`src/rtl/jtag_seq_pkg.sv`:
```
// jtag_seq_pkg: command/FSM encodings, fixed tms navigation patterns and the TAP state model
package jtag_seq_pkg;
   localparam logic [1:0] OP_RESET = 2'd0;
   localparam logic [1:0] OP_IDLE  = 2'd1;
   localparam logic [1:0] OP_IR    = 2'd2;
   localparam logic [1:0] OP_DR    = 2'd3;

   localparam logic [2:0] RST_SEQ = 3'd0;
   localparam logic [2:0] IDLE    = 3'd1;
   localparam logic [2:0] NAV_IN  = 3'd2;
   localparam logic [2:0] SHIFT   = 3'd3;
   localparam logic [2:0] NAV_OUT = 3'd4;
   localparam logic [2:0] RUNIDLE = 3'd5;
   localparam logic [2:0] DONE    = 3'd6;

   // tms patterns, LSB is the first bit clocked out
   localparam logic [2:0] TMS_DR_IN = 3'b001;
   localparam logic [3:0] TMS_IR_IN = 4'b0011;
   localparam logic [1:0] TMS_OUT   = 2'b01;
   localparam logic [5:0] TMS_RESET = 6'b011111;

   typedef enum logic [4:0] {
      TLR, RTI, SEL_DR, CAP_DR, SH_DR, EX1_DR, PAU_DR, EX2_DR, UPD_DR,
      SEL_IR, CAP_IR, SH_IR, EX1_IR, PAU_IR, EX2_IR, UPD_IR, UNKNOWN
   } tap_state_t;

   function automatic tap_state_t tap_next(input tap_state_t s, input logic tms);
      case (s)
         TLR:     tap_next = tms ? TLR    : RTI;
         RTI:     tap_next = tms ? SEL_DR : RTI;
         SEL_DR:  tap_next = tms ? SEL_IR : CAP_DR;
         CAP_DR:  tap_next = tms ? EX1_DR : SH_DR;
         SH_DR:   tap_next = tms ? EX1_DR : SH_DR;
         EX1_DR:  tap_next = tms ? UPD_DR : PAU_DR;
         PAU_DR:  tap_next = tms ? EX2_DR : PAU_DR;
         EX2_DR:  tap_next = tms ? UPD_DR : SH_DR;
         UPD_DR:  tap_next = tms ? SEL_DR : RTI;
         SEL_IR:  tap_next = tms ? TLR    : CAP_IR;
         CAP_IR:  tap_next = tms ? EX1_IR : SH_IR;
         SH_IR:   tap_next = tms ? EX1_IR : SH_IR;
         EX1_IR:  tap_next = tms ? UPD_IR : PAU_IR;
         PAU_IR:  tap_next = tms ? EX2_IR : PAU_IR;
         EX2_IR:  tap_next = tms ? UPD_IR : SH_IR;
         UPD_IR:  tap_next = tms ? SEL_DR : RTI;
         default: tap_next = UNKNOWN;
      endcase
   endfunction
endpackage

```
`src/rtl/jtag_tap_sequencer_tck_gen.sv`:
```
// jtag_tck_gen: tck divider; fall_stb marks the edge starting a bit, rise_stb the edge raising tck
module jtag_tck_gen #(
   parameter int TCK_DIV = 2
) (
   input  logic clk,
   input  logic rst,
   input  logic en,
   output logic tck,
   output logic fall_stb,
   output logic rise_stb
);
   localparam int CW = $clog2(2 * TCK_DIV);
   logic [CW-1:0] cnt, nxt;
   always_comb nxt = (cnt == CW'(2 * TCK_DIV - 1)) ? '0 : cnt + 1'b1;
   assign rise_stb = en && cnt == CW'(TCK_DIV - 1);
   assign fall_stb = en && cnt == CW'(2 * TCK_DIV - 1);
   always_ff @(posedge clk)
      if (rst || !en) begin
         cnt <= '0;
         tck <= 1'b0;
      end else begin
         cnt <= nxt;
         tck <= nxt >= CW'(TCK_DIV);
      end
endmodule

```
`src/rtl/jtag_tap_sequencer.sv`:
```
// jtag_tap_sequencer: host-side JTAG TAP master running IR/DR shift, idle and reset commands.
// Optional JTAG_SEQ_TRST_EN adds jtag_trst_n, pulsed before every tms reset sequence.
module jtag_tap_sequencer
   import jtag_seq_pkg::*;
#(
   parameter int TCK_DIV = 2,
   parameter int MAX_LEN = 64,
   parameter int LEN_W   = 7
) (
   input  logic               clk,
   input  logic               rst,
   input  logic               cmd_valid,
   output logic               cmd_ready,
   input  logic [1:0]         cmd_op,
   input  logic [LEN_W-1:0]   cmd_len,
   input  logic [MAX_LEN-1:0] cmd_data,
   output logic               rsp_valid,
   output logic [MAX_LEN-1:0] rsp_data,
   output logic               busy,
   output logic               jtag_tck,
   output logic               jtag_tms,
   output logic               jtag_tdi,
   input  logic               jtag_tdo
`ifdef JTAG_SEQ_TRST_EN
   ,output logic              jtag_trst_n
`endif
);
   logic [2:0]         state;
   logic [1:0]         op_q;
   logic [LEN_W-1:0]   len_q, bit_cnt, eff_len, last_idx;
   logic [MAX_LEN-1:0] data_q, cap_q;
   logic [5:0]         nav_q, pat;
   logic               tck_en, fall_stb, rise_stb, hold, acc;
   tap_state_t         mirror;

`ifdef JTAG_SEQ_TRST_EN
   localparam int TW = $clog2(8 * TCK_DIV + 1);
   logic [TW-1:0] trst_cnt;
   assign hold = trst_cnt != '0;
   assign jtag_trst_n = !hold;
   always_ff @(posedge clk)
      if (rst || (acc && cmd_op == OP_RESET)) trst_cnt <= TW'(8 * TCK_DIV);
      else if (hold) trst_cnt <= trst_cnt - 1'b1;
`else
   assign hold = 1'b0;
`endif

   assign cmd_ready = state == IDLE && mirror == RTI;
   assign acc       = cmd_ready && cmd_valid;
   assign rsp_valid = state == DONE && op_q[1];
   assign tck_en    = !hold && state != IDLE && state != DONE;

   always_comb begin
      eff_len  = cmd_len > LEN_W'(MAX_LEN) ? LEN_W'(MAX_LEN) : (cmd_op[1] && cmd_len == '0) ? LEN_W'(1) : cmd_len;
      pat      = cmd_op == OP_IR ? 6'(TMS_IR_IN) : cmd_op == OP_DR ? 6'(TMS_DR_IN) : cmd_op == OP_RESET ? TMS_RESET : 6'b0;
      last_idx = (state == SHIFT || state == RUNIDLE) ? len_q - 1'b1 :
                 state == RST_SEQ ? LEN_W'(5) : state == NAV_OUT ? LEN_W'(1) : op_q == OP_IR ? LEN_W'(3) : LEN_W'(2);
   end

   jtag_tck_gen #(.TCK_DIV(TCK_DIV)) u_tck (
      .clk(clk), .rst(rst), .en(tck_en), .tck(jtag_tck), .fall_stb(fall_stb), .rise_stb(rise_stb)
   );

   always_ff @(posedge clk)
      if (rst) begin
         state    <= RST_SEQ;
         op_q     <= OP_RESET;
         len_q    <= '0;
         bit_cnt  <= '0;
         nav_q    <= TMS_RESET >> 1;
         jtag_tms <= 1'b1;
         jtag_tdi <= 1'b0;
         data_q   <= '0;
         cap_q    <= '0;
         rsp_data <= '0;
         busy     <= 1'b0;
         mirror   <= UNKNOWN;
      end else begin
         // five tms=1 bits force Test-Logic-Reset whatever the TAP was doing
         if (rise_stb) mirror <= (state == RST_SEQ && bit_cnt == LEN_W'(4)) ? TLR : tap_next(mirror, jtag_tms);
         if (rise_stb && state == SHIFT) cap_q <= {jtag_tdo, cap_q[MAX_LEN-1:1]};
         case (state)
            IDLE: if (acc) begin
               op_q     <= cmd_op;
               len_q    <= eff_len;
               data_q   <= cmd_data;
               cap_q    <= '0;
               bit_cnt  <= '0;
               busy     <= 1'b1;
               jtag_tdi <= 1'b0;
               jtag_tms <= pat[0];
               nav_q    <= pat >> 1;
               state    <= cmd_op == OP_RESET ? RST_SEQ : cmd_op == OP_IDLE ? (eff_len == '0 ? DONE : RUNIDLE) : NAV_IN;
            end
            DONE: begin
               state <= IDLE;
               busy  <= 1'b0;
            end
            default: if (fall_stb) begin
               if (bit_cnt == last_idx) begin
                  bit_cnt  <= '0;
                  state    <= state == NAV_IN ? SHIFT : state == SHIFT ? NAV_OUT : DONE;
                  jtag_tms <= state == NAV_IN ? len_q == LEN_W'(1) : state == SHIFT;
                  jtag_tdi <= state == NAV_IN && data_q[0];
                  nav_q    <= 6'(TMS_OUT >> 1);
                  // captured bits sit at the top of cap_q; right-align them
                  if (state == SHIFT) rsp_data <= cap_q >> (MAX_LEN - int'(len_q));
               end else begin
                  bit_cnt  <= bit_cnt + 1'b1;
                  jtag_tms <= state == SHIFT ? bit_cnt + LEN_W'(2) == len_q : nav_q[0];
                  jtag_tdi <= state == SHIFT && data_q[1];
                  nav_q    <= nav_q >> 1;
                  if (state == SHIFT) data_q <= data_q >> 1;
               end
            end
         endcase
      end
endmodule

```
`config.mk`:
```
export PLATFORM = sky130hd
export DESIGN_NAME = jtag_tap_sequencer
export DESIGN_NICKNAME = d
export VERILOG_FILES = /design/src/rtl/jtag_seq_pkg.sv /design/src/rtl/jtag_tap_sequencer_tck_gen.sv /design/src/rtl/jtag_tap_sequencer.sv
export SDC_FILE = /design/constraint.sdc
export NUM_CORES = 1
export LEC_CHECK = 0
export ABC_CLOCK_PERIOD_IN_PS = 11000
export CAP_MARGIN = 10
export CORE_ASPECT_RATIO = 2
export CORE_MARGIN = 2
export CORE_UTILIZATION = 62
export CTS_CLUSTER_SIZE = 30
export DETAILED_ROUTE_END_ITERATION = 8
export PLACE_DENSITY = 0.86
export REMOVE_ABC_BUFFERS = 1
export SYNTH_ARGS = -nofsm -noshare
export SYNTH_HDL_FRONTEND = slang
export SYNTH_SLANG_ARGS = --single-unit
```
`constraint.sdc`:
```
create_clock -name clk -period 11 [get_ports clk]
set_input_delay 1.65 -clock clk [delete_from_list [all_inputs] [get_ports clk]]
set_output_delay 1.65 -clock clk [all_outputs]
set_load 0.02 [all_outputs]
```
# Word-level counts from Yosys, hierarchy flattened
# Index checks and enable logic that the tools add are counted.
# W data, S select, Z words.
# op_classes
shifts	1
n_eq_ne	35
reduce_logical	34
add_sub_neg	5
n_bitwise	2
magnitude_cmp	2
mux	61
# ops
cell	count
$mux W64	7
$pmux W64 S2	1
$shr A64 B32 Y64	1
$pmux W5 S12	1
$mux W7	6
$eq A5 B4 Y1 const B	8
$mux W3	9
$mux W5	5
$eq A5 B3 Y1 const B	4
$mux W4	4
$eq A7 B7 Y1	2
$logic_not A7 Y1	2
$mux W2	7
$pmux W7 S2	1
$mux W1	13
$mux W6	2
$pmux W6 S2	1
$logic_and A1 B1 Y1	11
$eq A5 B2 Y1 const B	2
$eq A3 B3 Y1 const B	3
$eq A2 B2 Y1 const B	4
$sub A7 B7 Y8 const A	1
$add A7 B1 Y7 const B	1
$add A7 B2 Y7 const B	1
29 further kinds	43
# totals
input_bits	77
word_cells	154
out_inout_bits	70
register_bits	228

# Longest topological paths before layout
# Gate-level depths: netlist (run 1).
# logic_depth
depth_word	10
depth_mapped	16
depth_no_buf	9

# By module
# From an unflattened synthesis (run 1), not the netlist that was laid out.
# hier_totals
cells_unflattened	1664
area_unflattened_um2	13055.0
# modules_own_cells
mod	instances	seq_area_each_um2	cells_each	area_per_inst_um2
jtag_tap_sequencer	1	4464.3	1655	12951.2
jtag_tck_gen	1	40.0	9	103.8

# Least setup slack after synthesis (run 1)
# OpenSTA, ideal clock, no wires.
# synth_timing
kind	flip-flop to flip-flop
startpoint	reg len_q[0]
endpoint	reg rsp_data[29]
required_ps	10876
setup_ps	124
t_arrival_ps	3451
path_slack_ps	7425
path_stages_with_launch	16
synth_period_minus_slack_ps	3575
n_path_buf	6
cell_sequence	dfxtp_1 buf_2 buf_4 inv_2 buf_1 ha_1 buf_2 buf_2 buf_1 mux2_2 mux2i_1 inv_1 a221oi_1 o21ai_0 a221oi_1 a21oi_1
# synth_via
elab_chain_len	4
elab_cells_between_ends	6
cone_classes	add/sub: 2; eq/ne: 1; shift: 1; mux: 1; reduce/logical: 1
# synth_lines
element	line_no	text
start, declared	jtag_tap_sequencer.sv:30	logic [LEN_W-1:0] len_q, bit_cnt, eff_len, last_idx;
start signal, assigned	jtag_tap_sequencer.sv:85	len_q <= eff_len;
branches (longest 4 deep; another with $sub A7 B7 Y8)	-	
end signal, assigned	jtag_tap_sequencer.sv:107	if (state == SHIFT) rsp_data <= cap_q >> (MAX_LEN - int'(len_q));
end, declared	jtag_tap_sequencer.sv:18	output logic [MAX_LEN-1:0] rsp_data,
# Several ways; the timed one is not identified.
# A chain may end at the register's enable or synchronous reset.

# Final worst setup path (run 1)
# layout_timing
startpoint	reg len_q[0]
endpoint	reg data_q[46]
# layout_via
elab_chain_len	5
# layout_lines
element	line_no	text
$sub A7 B1 Y7	jtag_tap_sequencer.sv:56	last_idx = (state == SHIFT || state == RUNIDLE) ? len_q - 1'b1 :
$mux W7	jtag_tap_sequencer.sv:56	
$eq A7 B7 Y1	jtag_tap_sequencer.sv:100	if (bit_cnt == last_idx) begin
$ne A2 B2 Y1 (no source line)	-	
$reduce_and A5 Y1 (no source line)	-	
end signal, assigned	jtag_tap_sequencer.sv:86	data_q <= cmd_data;
end signal, assigned	jtag_tap_sequencer.sv:113	if (state == SHIFT) data_q <= data_q >> 1;
end, declared	jtag_tap_sequencer.sv:31	logic [MAX_LEN-1:0] data_q, cap_q;
# No other way between the ends.

==> results of run 1 <==
[area by class of cell]
type / instances / area share (%)
well taps: 276 / 2.158
multi-input cells: 1399 / 55.11
inverters: 16 / 0.3753
flip-flops and latches: 225 / 28.17
repair buffers: 166 / 10.05
clock buffers: 26 / 3.659
clock inverters: 8 / 0.4769
[cells by family after synthesis]
logic type               count (synthesis)  synth area share (%)
AND/OR/NAND/NOR                        796                 25.45
AO/OA/AOI/OAI                          445                 20.75
flip-flops                             225                 32.23
buffers and inverters                  178                 5.399
multiplexers                           134                 14.30
XOR/XNOR                                16                 1.155
adder cells (fa/ha/maj)                  8                0.7164
[flip-flops by register name (all words and copies together) (netlist names)]
signal and count:
u_tck.cnt 2, mirror 5, len_q 7, jtag_tdi 1, data_q 64, cap_q 64, op_q 2, nav_q 4
jtag_tms 1, state 3, rsp_data 64, bit_cnt 7, busy 1
[per-stage QoR]
stage | setup slack (ns) | hold slack [ns] | TNS (ns)
floorplan | -0.5309 | 0.4259 | -24.97
global placement | 6.257 | 0.4381 | 0
detailed placement | 6.102 | 0.4441 | 0
CTS | 6.274 | 0.4526 | 0
global route | 5.819 | 0.4700 | 0
finish | 6.130 | 0.4528 | 0
[path summary, 6_finish.rpt]
path                                                   to  slack [ns]  depth (start not counted)
worst min-delay path            rsp_data[60]$_SDFFE_PP0P_        0.45                          2
worst max register to register    data_q[46]$_SDFFE_PP0P_        6.13                         11
worst max-delay path              data_q[46]$_SDFFE_PP0P_        6.13                         11
worst min register to register  rsp_data[60]$_SDFFE_PP0P_        0.45                          2
[power groups by stage]
stage	registers (µW)	logic (µW)	clock network, µW
after floorplan	860	90.3	0
final	847	165	723
after global placement	863	157	0
after global routing	849	180	756
after detailed placement	864	161	0
after CTS	845	162	726
[layout by cell type, fill, tap and decap left out, types with 7 or more instances in the layout]
master	count
clkbuf_16	22
o22ai_1	17
inv_1	15
nor3b_1	10
nor3_1	24
mux4_2	50
and2_1	10
a211oi_1	13
a221oi_1	11
or2_2	7
or3_1	12
mux2_2	25
o211ai_1	10
nand3_1	69
a21oi_1	152
nor2b_1	13
o32ai_1	7
nor2_1	161
o31ai_1	7
nor4_1	12
dfxtp_1	224
a31oi_1	35
o21a_1	7
ha_1	7
or4_1	12
buf_4	21
mux2i_1	59
o21ai_0	72
xnor2_1	8
a311oi_1	64
clkdlybuf4s50_1	145
nand4_1	20
nand2_1	407
and3_1	7
[routing by layer]
layer / up-vias / routed length [µm] / global-route usage [%]
met3: 232 / 3599 / 8.301
met5: - / 0 / 0
li1: 6584 / - / -
met1: 6736 / 15580 / 41.47
met4: 0 / 4227 / 29.54
met2: 708 / 23000 / 65.34
[worst max-delay path: cells and delay by family (launching register included)]
family | cells | cell delay (ns)
simple gates | 3 | 0.57
flops | 1 | 0.40
xor+xnor | 1 | 0.31
fa+ha+maj | 1 | 0.65
compound gates | 3 | 0.67
buf+inv | 3 | 2.01
==> run metrics, run 1 <==
status finished clean; Util after Layout roughly 72%; Post-CTS Resized 0; Seq cells post-synth 225; Pre-Repair DR Iteration Count 6; period utilization between 40 and 50%; count of pins over their slew limit 0; CTS tree built; die area about 24000 µm²; vias in the first global route ~14000; area of the multi-input gates roughly 8800 µm²; design area approximately 16000 µm²; CTS root buf clkbuf_16; initial detailed-routing violation count between 1000 and 1500; Ports around 150; Max H-tree Level 1; Synth top area share 32.23%; Inst Count DP between 2000 and 2500; Clock Skews approximately 0.022 ns; Avg Inst Size Synth approximately 7.8 µm²; FMAX slightly above 0.2 GHz; diode count 0; Hold Path Class reg2reg; Comb power frac 9.5%; core area 22160 µm²; R2R Path Start len_q[0]$_SDFFE_PP0P_; fin crit period about 4.9 ns; initial antenna violation count 0; total CTS buffers 20; startpoint types flop; crit-path max cell delay 0.84 ns; fill count ~1800; Worst VDD drop 0.1299 mV; min-delay src rsp_data[60]$_SDFFE_PP0P_; CP Launch Point len_q[0]$_SDFFE_PP0P_; crit path kind reg2reg; clock share of power 41.7%; EDFF count, synth 0; Max Cap Viol 0; ys flop type dfxtp_1; Worst slew margin 15.70%; crit-path max FO 125; final setup fails 0; Detailed Place HPWL 33.44 mm; area grow syn2layout 14.52%; RSZ-0062 raised after global routing no; CTS sink cnt between 200 and 250; hold_buf cts 0; cell count after synthesis 1802; Crit path arrival time ~5.3 ns; Initial Util between 60% and 70%; critical path capture point type flop; Cell Int Power roughly 1300 µW; Clk Latency, worst-skew pair roughly 0.53 ns; die width between 100 and 150 µm; Pleak roughly 0.0053 µW; cell taking the most area after synthesis dfxtp_1; YS warnings 0; top-count cell post-synth nand2_1; Longest Clk Path Bufs 3; first-pass GRT wire length between 70 and 80 mm; sw frac around a quarter; clock-pin slew on the worst setup and hold paths roughly 0.07 ns; Worst path slowest cell buf_4; total power between 1500 and 2000 µW; area post-placement about 15000 µm²; Slew @ Worst Pin 1.255 ns; gpl congestion 1.043; DR DRC count 0; detailed-route via count between 10000 and 15000; PwrDens ~110 nW/µm²; register area share after synthesis 32.23%; Area contributors post-synth dfxtp_1 32%, nand2_1 11%, mux4_2 8.1%, a21oi_1 5.4%, nor2_1 4.4%; WL/cell 21.93 µm; total track usage between 30% and 40%; register area 4508 µm²; Reg power frac between 40% and 50%; PortBufs 146; net total in the final layout around 1900; post-DR vias/cell between 6 and 7; post-synth cell types slightly above 80; share of flip-flops with an asynchronous set or reset 0%; num rows 77; share of cells above drive strength 1 around 9%; Setup Buffers After CTS 0; total grt overflow 0; Final ANT Viol Nets 0; Critical Path, Cell by Cell inv_2, ha_2, buf_4, and3b_1, a311oi_1, xnor2_1, nor3_2, a41oi_4, buf_4, nor2_1, a311oi_1; Req. time, crit path between 10 and 15 ns; pin count of the biggest net entering global routing about 130; Commonest cells post-synth 409 x nand2_1, 225 x dfxtp_1, 163 x nor2_1; mapped cell area roughly 14000 µm²; final hold viol count 0; routed wire length approximately 46 mm; Non-Filler Instances between 2000 and 2500; sw power between 400 and 500 µW; die height roughly 220 µm
(Power assumes the default switching activity.)
==> run 2: changes to the inputs <==
--- a/config.mk
+++ b/config.mk
@@ -5,14 +5,14 @@
 export SDC_FILE = /design/constraint.sdc
 export NUM_CORES = 1
 export LEC_CHECK = 0
-export ABC_CLOCK_PERIOD_IN_PS = 11000
+export ABC_CLOCK_PERIOD_IN_PS = 4500
 export CAP_MARGIN = 10
 export CORE_ASPECT_RATIO = 2
 export CORE_MARGIN = 2
-export CORE_UTILIZATION = 62
+export CORE_UTILIZATION = 58
 export CTS_CLUSTER_SIZE = 30
 export DETAILED_ROUTE_END_ITERATION = 8
-export PLACE_DENSITY = 0.86
+export PLACE_DENSITY = 0.81
 export REMOVE_ABC_BUFFERS = 1
 export SYNTH_ARGS = -nofsm -noshare
 export SYNTH_HDL_FRONTEND = slang
==> constraint.sdc (replaced) <==
create_clock -name clk -period 4.5 [get_ports clk]
set_input_delay 0.675 -clock clk [delete_from_list [all_inputs] [get_ports clk]]
set_output_delay 0.675 -clock clk [all_outputs]
set_load 0.02 [all_outputs]
==> run 2 against run 1 <==
Net effect: clock power increased to 2.7 times the previous value; power rose to 2.5 times the previous value; first-iteration DRC count shrank 16%; hold slack worse by 0.0022 ns; utilization down 3.4 points; cell count up 1.8%; global-route usage is 4.3 points lower.
==> run metrics, run 2 (synthesized netlist as in run 1, its figures left out) <==
status finished clean; DR DRC count 0; hold path depth 2; die width between 100 and 150 µm; Clock Skews approximately 0.012 ns; detailed-route via count 13981; register area approximately 4500 µm²; area of the multi-input gates 8806 µm²; diode count 0; FMAX around 0.26 GHz; critical path capture point type flop; crit path kind reg2reg; Ports between 100 and 150; min-delay src rsp_data[47]$_SDFFE_PP0P_; Hold Path Class reg2reg; clock share of power a little over two fifths; Longest Clk Path Bufs 3; gpl congestion between 1 and 1.5; initial detailed-routing violation count 1169; count of pins over their slew limit 0; vias in the first global route between 10000 and 15000; Worst slew margin 21.82%; Max H-tree Level 1; area grow syn2layout 16.82%; PortBufs around 150; kind of cell adding the most delay to the critical path simple AND/OR/NAND/NOR gates; worst path buffer plus inverter count 1; share of cells above drive strength 1 10.39%; area post-placement 15580 µm²; total track usage between 30% and 40%; Setup Buffers After CTS 0; final setup fails 0; Req. time, crit path 4.96 ns; most frequent cells in the layout 407 x nand2_1, 224 x dfxtp_1, 161 x nor2_1, 152 x a21oi_1, 145 x clkdlybuf4s50_1; final hold viol count 0; Critical Path, Cell by Cell inv_1, ha_2, and3b_1, a311oi_1, xnor2_1, nor3_2, nand4_2, or4_1, a31oi_1; Worst VDD drop 0.4045 mV; design area 16320 µm²; Cell Int Power about 3300 µW; CTS root buf clkbuf_16; Max Cap Viol 0; post-DR vias/cell approximately 6.5; routed wire length between 40 and 50 mm; die area around 25000 µm²; Pre-Repair DR Iteration Count 6; WL/cell between 20 and 25 µm; Hold WS roughly 0.45 ns; Final ANT Viol Nets 0; pin count of the biggest net entering global routing 81; total CTS buffers 21; Comb power frac between 9 and 10%; PwrDens ~270 nW/µm²; Detailed Place HPWL about 33 mm; num rows 80; sw power 1118 µW; net total in the final layout between 1500 and 2000; crit-path max cell delay around 0.75 ns; core area ~24000 µm²; hold_buf cts 0; CTS tree built; Post-CTS Resized 0; CP Launch Point len_q[1]$_SDFFE_PP0P_; sw frac about a quarter; Slew @ Worst Pin approximately 1.2 ns; Clk Latency, worst-skew pair between 0.5 and 0.6 ns; crit-path max FO 28; R2R Path Start len_q[1]$_SDFFE_PP0P_; first-pass GRT wire length 70.79 mm; Reg power frac between 40% and 50%; Worst Reg-to-Reg Cells 9; CTS sink cnt about 230; period utilization approximately 87%; total power 4400 µW; Initial Util about three fifths; Pleak 0.005449 µW; fin crit period between 3 and 4 ns; Worst path slowest cell ha_2; RSZ-0062 raised after global routing no; biggest regs cap_q (64), data_q (64), rsp_data (64); startpoint types flop; die height between 200 and 250 µm; initial antenna violation count 1; commonest non-fill, non-tap cell in the layout nand2_1; clock-pin slew on the worst setup and hold paths approximately 0.070 ns; critical path depth 9; Util after Layout between 60% and 70%; fill count between 2000 and 2500; Crit path arrival time between 4 and 5 ns; total grt overflow 0
[run 2: cell count changes in the layout (fill, tap and decap cells not counted), moves of 2 or more]
| cell | delta |
|---|---|
| clkinv_4 | +2 |
| inv_6 | +5 |
| buf_12 | +5 |
| clkinvlp_4 | -2 |
| clkbuf_1 | -2 |
| buf_4 | +18 |
| bufinv_16 | +2 |
[run 2: worst min-delay path, cell delays in order (launching register included)]
cell     delay, ns
dfxtp_1       0.31
nand2_1       0.05
a21oi_1       0.05
[run 2: area by class of cell]
cell class / instances / area share (%)
Inverter: 16 / 0.3679
Tap cell: 287 / 2.200
Clock inverter: 15 / 1.119
Multi-Input combinational cell: 1399 / 53.94
Sequential cell: 225 / 27.62
Timing Repair Buffer: 189 / 11.30
Clock buffer: 23 / 3.457
[run 2: worst paths after layout]
check / endpoint / slack, ns
hold reg to reg: rsp_data[47]$_SDFFE_PP0P_ / 0.45
setup reg to reg: rsp_data[12]$_SDFFE_PP0P_ / 0.58
hold / removal: rsp_data[47]$_SDFFE_PP0P_ / 0.45
setup / recovery: rsp_data[12]$_SDFFE_PP0P_ / 0.58
[run 2: metal layers]
layer  share of wire (%)  track usage [%]  vias up
li1                    -                -     6648
met1                  35            37.52     6660
met2                  53            63.69      516
met3                 4.6            3.559      157
met4                 6.9            21.13        0
met5                   0                0        -
[run 2: power by group through the flow]
| stage | clock network [µW] | registers (µW) | logic (µW) |
|---|---|---|---|
| final | 1930 | 2070 | 403 |
| after global routing | 2020 | 2070 | 443 |
| after CTS | 1950 | 2060 | 401 |
| after detailed placement | 0 | 2110 | 400 |
| after global placement | 0 | 2110 | 391 |
| after floorplan | 0 | 2100 | 221 |
[run 2: stage by stage]
step	setup WS (ns)	instances	setup TNS (ns)
after floorplan	-7.031	1640	-716.37
after global placement	0.7704	2116	0
after detailed placement	0.6368	2116	0
after CTS	0.5984	2154	0
after global routing	0.2736	2154	0
final	0.5824	2154	0
